==> config.mk <==
export PLATFORM = sky130hd
export DESIGN_NAME = bin_to_bcd_conv
export DESIGN_NICKNAME = d
export VERILOG_FILES = /design/src/rtl/bin_to_bcd_conv.sv
export SDC_FILE = /design/constraint.sdc
export NUM_CORES = 1
export LEC_CHECK = 0
export ABC_AREA = 0
export CAP_MARGIN = 10
export CORE_MARGIN = 10
export CORE_UTILIZATION = 54
export CTS_CLUSTER_SIZE = 24
export DETAILED_ROUTE_END_ITERATION = 12
export PLACE_DENSITY = 0.76
export RECOVER_POWER = 25
export SLEW_MARGIN = 20
export SYNTH_ARGS = -nofsm -noshare
export SYNTH_HDL_FRONTEND = slang
export SYNTH_SLANG_ARGS = --single-unit
==> constraint.sdc <==
create_clock -name clk -period 1.65 [get_ports clk]
set_input_delay 0.165 -clock clk [delete_from_list [all_inputs] [get_ports clk]]
set_output_delay 0.165 -clock clk [all_outputs]
set_load 0.02 [all_outputs]
==> src/rtl/bin_to_bcd_conv.sv <==
// Sequential binary-to-BCD converter (shift-and-add-3, one operand bit per clock).
// Accepts unsigned or two's-complement input; registered bcd/neg/ovf held until next completion.
module bin_to_bcd_conv #(
  parameter int unsigned WIDTH  = 8,
  parameter int unsigned DIGITS = 3
) (
  input  logic                  clk,
  input  logic                  rst,
  input  logic                  st,
  input  logic                  sgn,
  input  logic [WIDTH-1:0]      num,
  output logic                  busy,
  output logic                  done,
  output logic [4*DIGITS-1:0]   bcd,
  output logic                  neg,
  output logic                  ovf
);

  localparam int unsigned BW = 4 * DIGITS;
  localparam int unsigned CW = $clog2(WIDTH + 1);
  localparam logic [CW-1:0] LastStep = CW'(WIDTH - 1);

  typedef enum logic [1:0] {StIdle, StConv, StDone} state_e;

  state_e          state_q;
  logic [WIDTH-1:0] mag_q;
  logic [BW-1:0]    work_q;
  logic [CW-1:0]    cnt_q;
  logic             sticky_q;
  logic             neg_r_q;

  logic [BW-1:0]    adj;
  logic [BW-1:0]    shifted;
  logic             out_bit;

  // Digits >= 5 get +3 so the following left shift carries correctly into the next digit.
  always_comb begin
    adj = work_q;
    for (int k = 0; k < int'(DIGITS); k++) begin
      if (work_q[4*k +: 4] >= 4'd5) begin
        adj[4*k +: 4] = work_q[4*k +: 4] + 4'd3;
      end
    end
    shifted = {adj[BW-2:0], mag_q[WIDTH-1]};
    out_bit = adj[BW-1];
  end

  always_ff @(posedge clk or posedge rst) begin
    if (rst) begin
      state_q  <= StIdle;
      mag_q    <= '0;
      work_q   <= '0;
      cnt_q    <= '0;
      sticky_q <= 1'b0;
      neg_r_q  <= 1'b0;
      busy     <= 1'b0;
      done     <= 1'b0;
      bcd      <= '0;
      neg      <= 1'b0;
      ovf      <= 1'b0;
    end else begin
      unique case (state_q)
        StIdle: begin
          done <= 1'b0;
          if (st) begin
            // Two's-complement negate in WIDTH bits; the most negative value maps to 2^(WIDTH-1).
            mag_q    <= (sgn && num[WIDTH-1]) ? (~num + WIDTH'(1)) : num;
            neg_r_q  <= sgn && num[WIDTH-1];
            work_q   <= '0;
            cnt_q    <= '0;
            sticky_q <= 1'b0;
            busy     <= 1'b1;
            state_q  <= StConv;
          end
        end
        StConv: begin
          work_q   <= shifted;
          mag_q    <= {mag_q[WIDTH-2:0], 1'b0};
          cnt_q    <= cnt_q + CW'(1);
          sticky_q <= sticky_q | out_bit;
          if (cnt_q == LastStep) begin
            bcd     <= shifted;
            ovf     <= sticky_q | out_bit;
            neg     <= neg_r_q;
            busy    <= 1'b0;
            done    <= 1'b1;
            state_q <= StDone;
          end
        end
        StDone: begin
          done    <= 1'b0;
          state_q <= StIdle;
        end
        default: state_q <= StIdle;
      endcase
    end
  end

endmodule

==> qor.tcl, run 1 <==
set qor(status) {complete, no violations}
set qor(timing.slew.headroom_pct) 27.67
set qor(critPathLaunchType) {register}
set qor(count_of_maximum_capacitance_violations) 0
set qor(clkSinkCount) 44
set qor(layout-drive-gt1-share_pct) 15.56
set qor(stdcell_count) 305
set qor(post_synth_edffs) 0
set qor(netSwitchingPower_mw) 1.970
set qor(power.leakage_nw) 1.190
set qor(grt_pass1_wl_um) 7783
set qor(global_route.usage.met2_pct) 22.47
set qor(dr_total_vias) 1685
set qor(initial_core_util_pct) 56.80
set qor(highest_delay_cell_along_the_critical_path) {sky130_fd_sc_hd__dfrtp_1}
set qor(timing.critical_path.required_ns) 1.87
set qor(worstHoldPathType) {in2reg}
set qor(num_io_pins) 28
set qor(timing.reg2reg.setup_slack_ns) 0.06
set qor(die_width_um) 82.52
set qor(worst_skew_pair.late_latency_ns) 0.30
set qor(timing.critical_path.to) {work_q[6]}
set qor(multi_input_gate_area_in_the_final_layout_sq_um) 930.9
set qor(synth.distinct_cells) 34
set qor(postRouteWirelength_um) 4541
set qor(syn_nets) 233
set qor(cts-hold-fix-buffers) 0
set qor(tightestPinTransition_ns) 1.085
set qor(final.setup_skew_ns) 0.005416
set qor(grt_antenna_before_repair) 0
set qor(worst-endpoint-arrival_ns) 1.82
set qor(design_internal_power_mw) 3.099
set qor(p_comb_share_pct) 48.8
set qor(vdd_ir_drop_max_mv) 0.9073
set qor(vias_per_cell) 5.525
set qor(post_synth_inst_count) 213
set qor(cts_tree) {yes}
set qor(max_stage_delay_ns) 0.38
set qor(p_seq_share_pct) 37.4
set qor(fp.coreArea_sq_um) 3716
set qor(fp-row-count) 22
set qor(startpoint) {work_q[5]}
set qor(postRouteAntennaNets) 0
set qor(port_buffers) 27
set qor(setup.worst_path.class) {reg2reg}
set qor(final_period_minus_worst_setup_slack_ns) 1.593
set qor(layout_overhead_on_the_synthesized_area_pct) 24.01
set qor(power_mw) 5.070
set qor(first_iter_violations) 86
set qor(sequential_cell_area_sq_um) 1101
set qor(antennaDiodeCount) 0
set qor(grt.met3_usage_pct) 4.968
set qor(clock_path_buffers) 2
set qor(commonest_register_cell_after_synthesis) {sky130_fd_sc_hd__dfrtp_1}
set qor(proportion_of_synthesized_chip_area_in_sequential_cells_pct) 52.16
set qor(critical_path.endpoint_type) {register}
set qor(htree_num_levels) 2
set qor(number_of_buffers_created_by_cts) 5
set qor(yosys_warnings) 0
set qor(crit_fanout) 3
set qor(setup_viol) 0
set qor(gr-usage-all-layers_pct) 14.51
set qor(ctsRootBufferMaster) {sky130_fd_sc_hd__clkbuf_8}
set qor(maxSlewViolCount) 0
set qor(finalNetCount) 276
set qor(power_switching_share_pct) 38.87
set qor(clkSlewWorstSetupHoldPaths_ns) 0.08
set qor(timing.final.crit_share_pct) 96.56
set qor(number_of_design_rule_violations_left_after_detail_routing) 0
set qor(dp_cells) 292
set qor(fmaxAchievable_mhz) 627.7
set qor(grt_remaining_overflow) 0
set qor(worst_case_reg_to_reg_path_depth) 6
set qor(ys_async_sr_fraction_pct) 100.0
set qor(r2r-end) {work_q[6]}
set qor(place_congestion) 0.8185
set qor(postSynthRegisterBits) 44
set qor(power_density_relative_to_cell_area_nw_per_um2) 1937
set qor(post-synth-top-area-fraction_pct) 52.16
set qor(final.fill_count) 297
set qor(route.detailed.wl_per_inst_um) 14.89
set qor(grt_start_max_net_pins) 45
set qor(final-hold-violation-count) 0
set qor(mean_instance_size_in_the_synthesized_netlist_sq_um) 9.910
set qor(synthDominantAreaCellType) {sky130_fd_sc_hd__dfrtp_1}
set qor(detailedPlacementHpwl_um) 3296
set qor(die_h_um) 82.52
set qor(detail_route.first_pass.iterations) 4
set qor(clock_power_share_pct) 13.8
set qor(globalRouteMet1Util_pct) 18.86
set qor(first_global_vias) 1667
set qor(crit_path_cell_trace) {inv_1 -> ha_1 -> nand2b_1 -> a21oi_2 -> mux2_2 -> o21ai_0}
set qor(setup_ws_ns) 0.05683
set qor(grt-busiest-layer) {met2}
set qor(die_area_sq_um) 6810
set qor(netlist_top_cells_area) {sky130_fd_sc_hd__dfrtp_1 52%, sky130_fd_sc_hd__o21ai_0 6.2%, sky130_fd_sc_hd__nand2_1 5.0%}
set qor(r2r-start) {work_q[5]}
set qor(dp_slack_ns) -0.04348
set qor(mappedNetlistArea_sq_um) 2111
[critical path: cells and delay by family, from the launching register on]
family / cells / cell delay [ns]
AOI/OAI and AO/OA: 2 / 0.35
adders and majority gates: 1 / 0.17
buffers and inverters: 1 / 0.08
DFF: 1 / 0.38
muxes: 1 / 0.37
and+or+nand+nor: 1 / 0.16
[power by group through the flow]
stage / clock, mW / sequential, mW / combinational [mW]
after detailed placement: 0 / 1.90 / 2.35
final: 0.698 / 1.90 / 2.48
after CTS: 0.716 / 1.90 / 2.39
after floorplan: 0 / 2.05 / 1.33
after global routing: 0.752 / 1.97 / 2.75
after global placement: 0 / 1.88 / 2.27
[Yosys cell counts (2+ instances only)]
library cell / number
sky130_fd_sc_hd__nor2_1: 15
sky130_fd_sc_hd__buf_2: 2
sky130_fd_sc_hd__nand2b_1: 5
sky130_fd_sc_hd__nor3_1: 6
sky130_fd_sc_hd__dfrtp_1: 44
sky130_fd_sc_hd__o21ai_1: 4
sky130_fd_sc_hd__a21oi_1: 11
sky130_fd_sc_hd__o22ai_1: 2
sky130_fd_sc_hd__a31oi_1: 5
sky130_fd_sc_hd__inv_1: 11
sky130_fd_sc_hd__xnor2_1: 8
sky130_fd_sc_hd__a22oi_1: 5
sky130_fd_sc_hd__nand2_1: 28
sky130_fd_sc_hd__or3b_2: 3
sky130_fd_sc_hd__clkbuf_1: 2
sky130_fd_sc_hd__a22o_1: 4
sky130_fd_sc_hd__buf_6: 2
sky130_fd_sc_hd__o21ai_0: 26
sky130_fd_sc_hd__nor3b_1: 3
sky130_fd_sc_hd__mux2_2: 6
sky130_fd_sc_hd__ha_1: 8
[state kept, by name (all words and copies together) (netlist names), 2 cells and up]
signal and flops:
work_q 12, bcd 12, mag_q 8, cnt_q 4, state_q 2
[cell type report]
cell class,instances,area share [%]
inverters,12,1.721
multi-input cells,150,35.56
flip-flops and latches,44,42.07
clock buffers,6,3.155
repair buffers,43,14.82
well taps,48,2.294
clock inverters,2,0.3824
[how the worst min path moves through the flow]
stage	cells after the start	from	slack (ns)	to
after floorplan	2	num[7]	0.30	mag_q[7]
final	3	num[7]	0.48	mag_q[7]
after global routing	3	num[7]	0.51	mag_q[7]
after detailed placement	2	neg	0.47	neg
after global placement	2	neg_r_q	0.45	neg
after CTS	3	rst	0.23	work_q[6]
[placed cells by master, fill, tap and decap left out, types with 2 or more instances in the layout]
cell type and n:
sky130_fd_sc_hd__a22oi_1 5, sky130_fd_sc_hd__nand2_1 28, sky130_fd_sc_hd__nor3_1 6, sky130_fd_sc_hd__inv_1 11
sky130_fd_sc_hd__buf_4 15, sky130_fd_sc_hd__clkdlybuf4s50_1 26, sky130_fd_sc_hd__a22o_1 4, sky130_fd_sc_hd__mux2_2 6
sky130_fd_sc_hd__o22ai_1 2, sky130_fd_sc_hd__clkinv_2 2, sky130_fd_sc_hd__o21ai_0 21, sky130_fd_sc_hd__dfrtp_1 44
sky130_fd_sc_hd__a21oi_1 8, sky130_fd_sc_hd__nor2_1 15, sky130_fd_sc_hd__nor3b_1 3, sky130_fd_sc_hd__xnor2_1 8
sky130_fd_sc_hd__or3b_2 3, sky130_fd_sc_hd__o21ai_1 9, sky130_fd_sc_hd__a31oi_1 5, sky130_fd_sc_hd__a21oi_2 3
sky130_fd_sc_hd__clkbuf_8 6, sky130_fd_sc_hd__nand2b_1 5, sky130_fd_sc_hd__ha_1 7
[routing by layer]
layer  part of all wire [%]  up-vias  routed length (um)
met4                    1.1        0                  51
met2                     48       37                2159
met1                     46      816                2072
li1                       -      825                   -
met3                    5.7        7                 257
met5                      0        -                   0
[timing repair]
action	4_1_cts	5_1_grt
buffers inserted	0	5
pin swaps	1	3
setup endpoints to repair	4	6
gates resized for setup	3	6
[per-stage QoR]
step / area, sq um / setup TNS [ns] / util, % / hold WS [ns]
5_1_grt: 2618 / -0.03193 / 70.44 / 0.5055
4_1_cts: 2591 / 0 / 69.73 / 0.2337
6_report: 2618 / 0 / 70.44 / 0.4815
3_5_place_dp: 2489 / -0.06122 / 66.97 / 0.4665
2_1_floorplan: 2111 / 0 / - / 0.3010
3_3_place_gp: 2489 / 0 / 66.97 / 0.4534
[kinds of logic (layout without fill, tap and decap cells)]
logic type | after synthesis | after routing | share of synthesized area (%)
xor gates and xnor gates | 8 | 8 | 3.320
AOI/OAI and AO/OA | 60 | 60 | 16.48
buffers and inverters | 19 | 63 | 4.387
muxes | 7 | 7 | 3.675
DFF | 44 | 44 | 52.16
adders and majority gates | 8 | 8 | 4.742
and+or+nand+nor | 67 | 67 | 15.23
No activity file was read; power rests on OpenSTA's default activity.
==> run 2, diff against run 1 <==
--- a/config.mk
+++ b/config.mk
@@ -7,8 +7,10 @@
 export LEC_CHECK = 0
 export ABC_AREA = 0
 export CAP_MARGIN = 10
+export CELL_PAD_IN_SITES_DETAIL_PLACEMENT = 0
+export CELL_PAD_IN_SITES_GLOBAL_PLACEMENT = 1
 export CORE_MARGIN = 10
-export CORE_UTILIZATION = 54
+export CORE_UTILIZATION = 42
 export CTS_CLUSTER_SIZE = 24
 export DETAILED_ROUTE_END_ITERATION = 12
 export PLACE_DENSITY = 0.76
==> qor.tcl, run 2 (synthesis results as in run 1) <==
set qor(status) {complete, no violations}
set qor(gr-usage-all-layers_pct) 11.48 ;# -3.0 points
set qor(grt_remaining_overflow) 0 ;# unchanged
set qor(die_width_um) 90.89 ;# +10%
set qor(hold_start) {num[7]}
set qor(stdcell_count) 320 ;# +4.9%
set qor(layout_overhead_on_the_synthesized_area_pct) 23.77
set qor(fp.coreArea_sq_um) 4786 ;# +29%
set qor(power_density_relative_to_cell_area_nw_per_um2) 1914 ;# -1.2%
set qor(r2r-end) {bcd[9]}
set qor(grt_start_max_net_pins) 45 ;# unchanged
set qor(fmaxAchievable_mhz) 635.2 ;# +1.2%
set qor(fp-row-count) 25 ;# +14%
set qor(p_comb_share_pct) 48.0 ;# -0.8 points
set qor(r2r-start) {work_q[8]}
set qor(antennaDiodeCount) 0 ;# unchanged
set qor(count_of_maximum_capacitance_violations) 0 ;# unchanged
set qor(timing.critical_path.required_ns) 1.84 ;# -0.03 ns
set qor(design_internal_power_mw) 3.065 ;# -1.1%
set qor(detail_route.first_pass.iterations) 5 ;# +1
set qor(die_h_um) 90.89 ;# +10%
set qor(final_common_cell) {sky130_fd_sc_hd__dfrtp_1}
set qor(terminating_pin_of_the_worst_hold_path) {mag_q[7]}
set qor(finalSetupTns_ns) 0 ;# unchanged
set qor(grt_antenna_before_repair) 0 ;# unchanged
set qor(vias_per_cell) 5.225 ;# -5.4%
set qor(die_area_sq_um) 8261 ;# +21%
set qor(critPathLaunchType) {register}
set qor(first_global_vias) 1674 ;# +0.42%
set qor(maxSlewViolCount) 0 ;# unchanged
set qor(setup.worst_path.class) {reg2reg}
set qor(power_switching_share_pct) 38.69 ;# -0.18 points
set qor(postRouteWirelength_um) 4651 ;# +2.4%
set qor(final-hold-violation-count) 0 ;# unchanged
set qor(ctsRootBufferMaster) {sky130_fd_sc_hd__clkbuf_8}
set qor(layout-drive-gt1-share_pct) 13.83 ;# -1.7 points
set qor(timing.final.crit_share_pct) 95.41 ;# -1.1 points
set qor(worstHoldPathType) {in2reg}
set qor(final.setup_skew_ns) 0.007488 ;# +0.002072 ns
set qor(cts_tree) {yes}
set qor(postRouteAntennaNets) 0 ;# unchanged
set qor(power.leakage_nw) 1.159 ;# -2.6%
set qor(tightestPinTransition_ns) 1.079 ;# -0.005740 ns
set qor(netSwitchingPower_mw) 1.934 ;# -1.8%
set qor(finalNetCount) 272 ;# -1.4%
set qor(first_iter_violations) 101 ;# +17%
set qor(vdd_ir_drop_max_mv) 0.7782 ;# -14%
set qor(crit_fanout) 4 ;# +1
set qor(initial_core_util_pct) 44.10 ;# -13 points
set qor(reg.largest.list) {bcd x12, work_q x12, mag_q x8}
set qor(p_seq_share_pct) 38.0 ;# +0.6 points
set qor(route.detailed.wl_per_inst_um) 14.53 ;# -2.4%
set qor(number_of_buffers_created_by_cts) 5 ;# unchanged
set qor(dp_cells) 309 ;# +5.8%
set qor(timing.reg2reg.setup_slack_ns) 0.08 ;# +0.02 ns
set qor(clock_path_buffers) 2 ;# unchanged
set qor(final_period_minus_worst_setup_slack_ns) 1.574 ;# -0.01886 ns
set qor(cts-hold-fix-buffers) 0 ;# unchanged
set qor(dr_total_vias) 1672 ;# -0.77%
set qor(layout.cells.most_common_list) {44 x sky130_fd_sc_hd__dfrtp_1, 28 x sky130_fd_sc_hd__nand2_1, 26 x sky130_fd_sc_hd__clkdlybuf4s50_1}
set qor(place_congestion) 0.7948 ;# -2.9%
set qor(critical_path.endpoint_type) {register}
set qor(port_buffers) 27 ;# unchanged
set qor(worst_case_reg_to_reg_path_depth) 7 ;# +1
set qor(number_of_design_rule_violations_left_after_detail_routing) 0 ;# unchanged
set qor(clock_power_share_pct) 14.1 ;# +0.3 points
set qor(final.fill_count) 457 ;# +54%
set qor(timing.slew.headroom_pct) 28.05 ;# +0.38 points
set qor(clkSlewWorstSetupHoldPaths_ns) 0.08 ;# about the same
set qor(worst-endpoint-arrival_ns) 1.76 ;# -0.06 ns
set qor(grt_pass1_wl_um) 7879 ;# +1.2%
set qor(setup_viol) 0 ;# unchanged
set qor(clkSinkCount) 44 ;# unchanged
set qor(num_io_pins) 28 ;# unchanged
set qor(htree_num_levels) 2 ;# unchanged
set qor(detailedPlacementHpwl_um) 3300 ;# +0.11%
set qor(whs_path_depth) 3 ;# unchanged
set qor(worst_skew_pair.late_latency_ns) 0.30 ;# about the same
run 2: repair_timing:
action,4_1_cts,5_1_grt
gates resized for setup,0,7
endpoints found under the hold margin,0,0
endpoints found under the setup margin,0,7
setup buffers,0,3
run 2: final cells by class:
class                      count  area, sq um  share of cell area (%)
multi-input combinational    150        930.9                   35.63
inverter                      12        45.04                   1.724
sequential                    44         1101                   42.15
clock inverter                 1        7.507                  0.2874
timing repair buffer          39        357.8                   13.70
tap                           67        83.83                   3.209
clock buffer                   7        86.33                   3.305
run 2: through the flow:
stage	cell area [sq um]	util, %	total power [mW]	hold WS, ns	setup slack (ns)
after floorplan	2111	-	3.379	0.3010	0.1471
after global routing	2613	54.59	5.416	0.4799	-0.02627
after detailed placement	2497	52.18	4.208	0.4571	0.03759
after global placement	2497	52.18	4.158	0.4551	0.07707
after CTS	2591	54.14	4.932	0.2173	0.01449
final	2613	54.59	5.000	0.4557	0.07569
run 2: critical path, cell delays in order, from the launching register on:
cell and delay [ns]:
sky130_fd_sc_hd__dfrtp_1 0.42, sky130_fd_sc_hd__inv_1 0.09, sky130_fd_sc_hd__ha_1 0.21, sky130_fd_sc_hd__nand2b_1 0.11, sky130_fd_sc_hd__a21oi_2 0.17, sky130_fd_sc_hd__buf_4 0.13, sky130_fd_sc_hd__xnor2_1 0.08, sky130_fd_sc_hd__mux2_2 0.27
run 2: how the worst max path moves through the flow:
stage,from,endpoint,slack [ns],cells past startpoint
5_1_grt,work_q[8],bcd[10],-0.03,6
6_report,work_q[8],bcd[9],0.08,7
3_5_place_dp,work_q[4],work_q[6],0.04,6
3_3_place_gp,work_q[8],bcd[10],0.08,6
2_1_floorplan,work_q[8],bcd[10],0.15,6
4_1_cts,work_q[5],work_q[6],0.01,6
run 2: layer usage:
layer  routed length (um)  vias to the layer above  global-route usage [%]
met5                    0                        -                       0
met4                   79                        0                   4.830
met3                  215                        6                   3.658
met2                 2212                       41                   18.63
met1                 2143                      815                   13.65
li1                     -                      810                       -
run 2: power by group through the flow:
stage                     Clock [mW]  Combinational (mW)  Sequential (mW)
after detailed placement           0                2.30             1.90
after global routing           0.769                2.67             1.98
after CTS                      0.734                2.31             1.89
after global placement             0                2.26             1.90
final                          0.704                2.40             1.90
after floorplan                    0                1.33             2.05
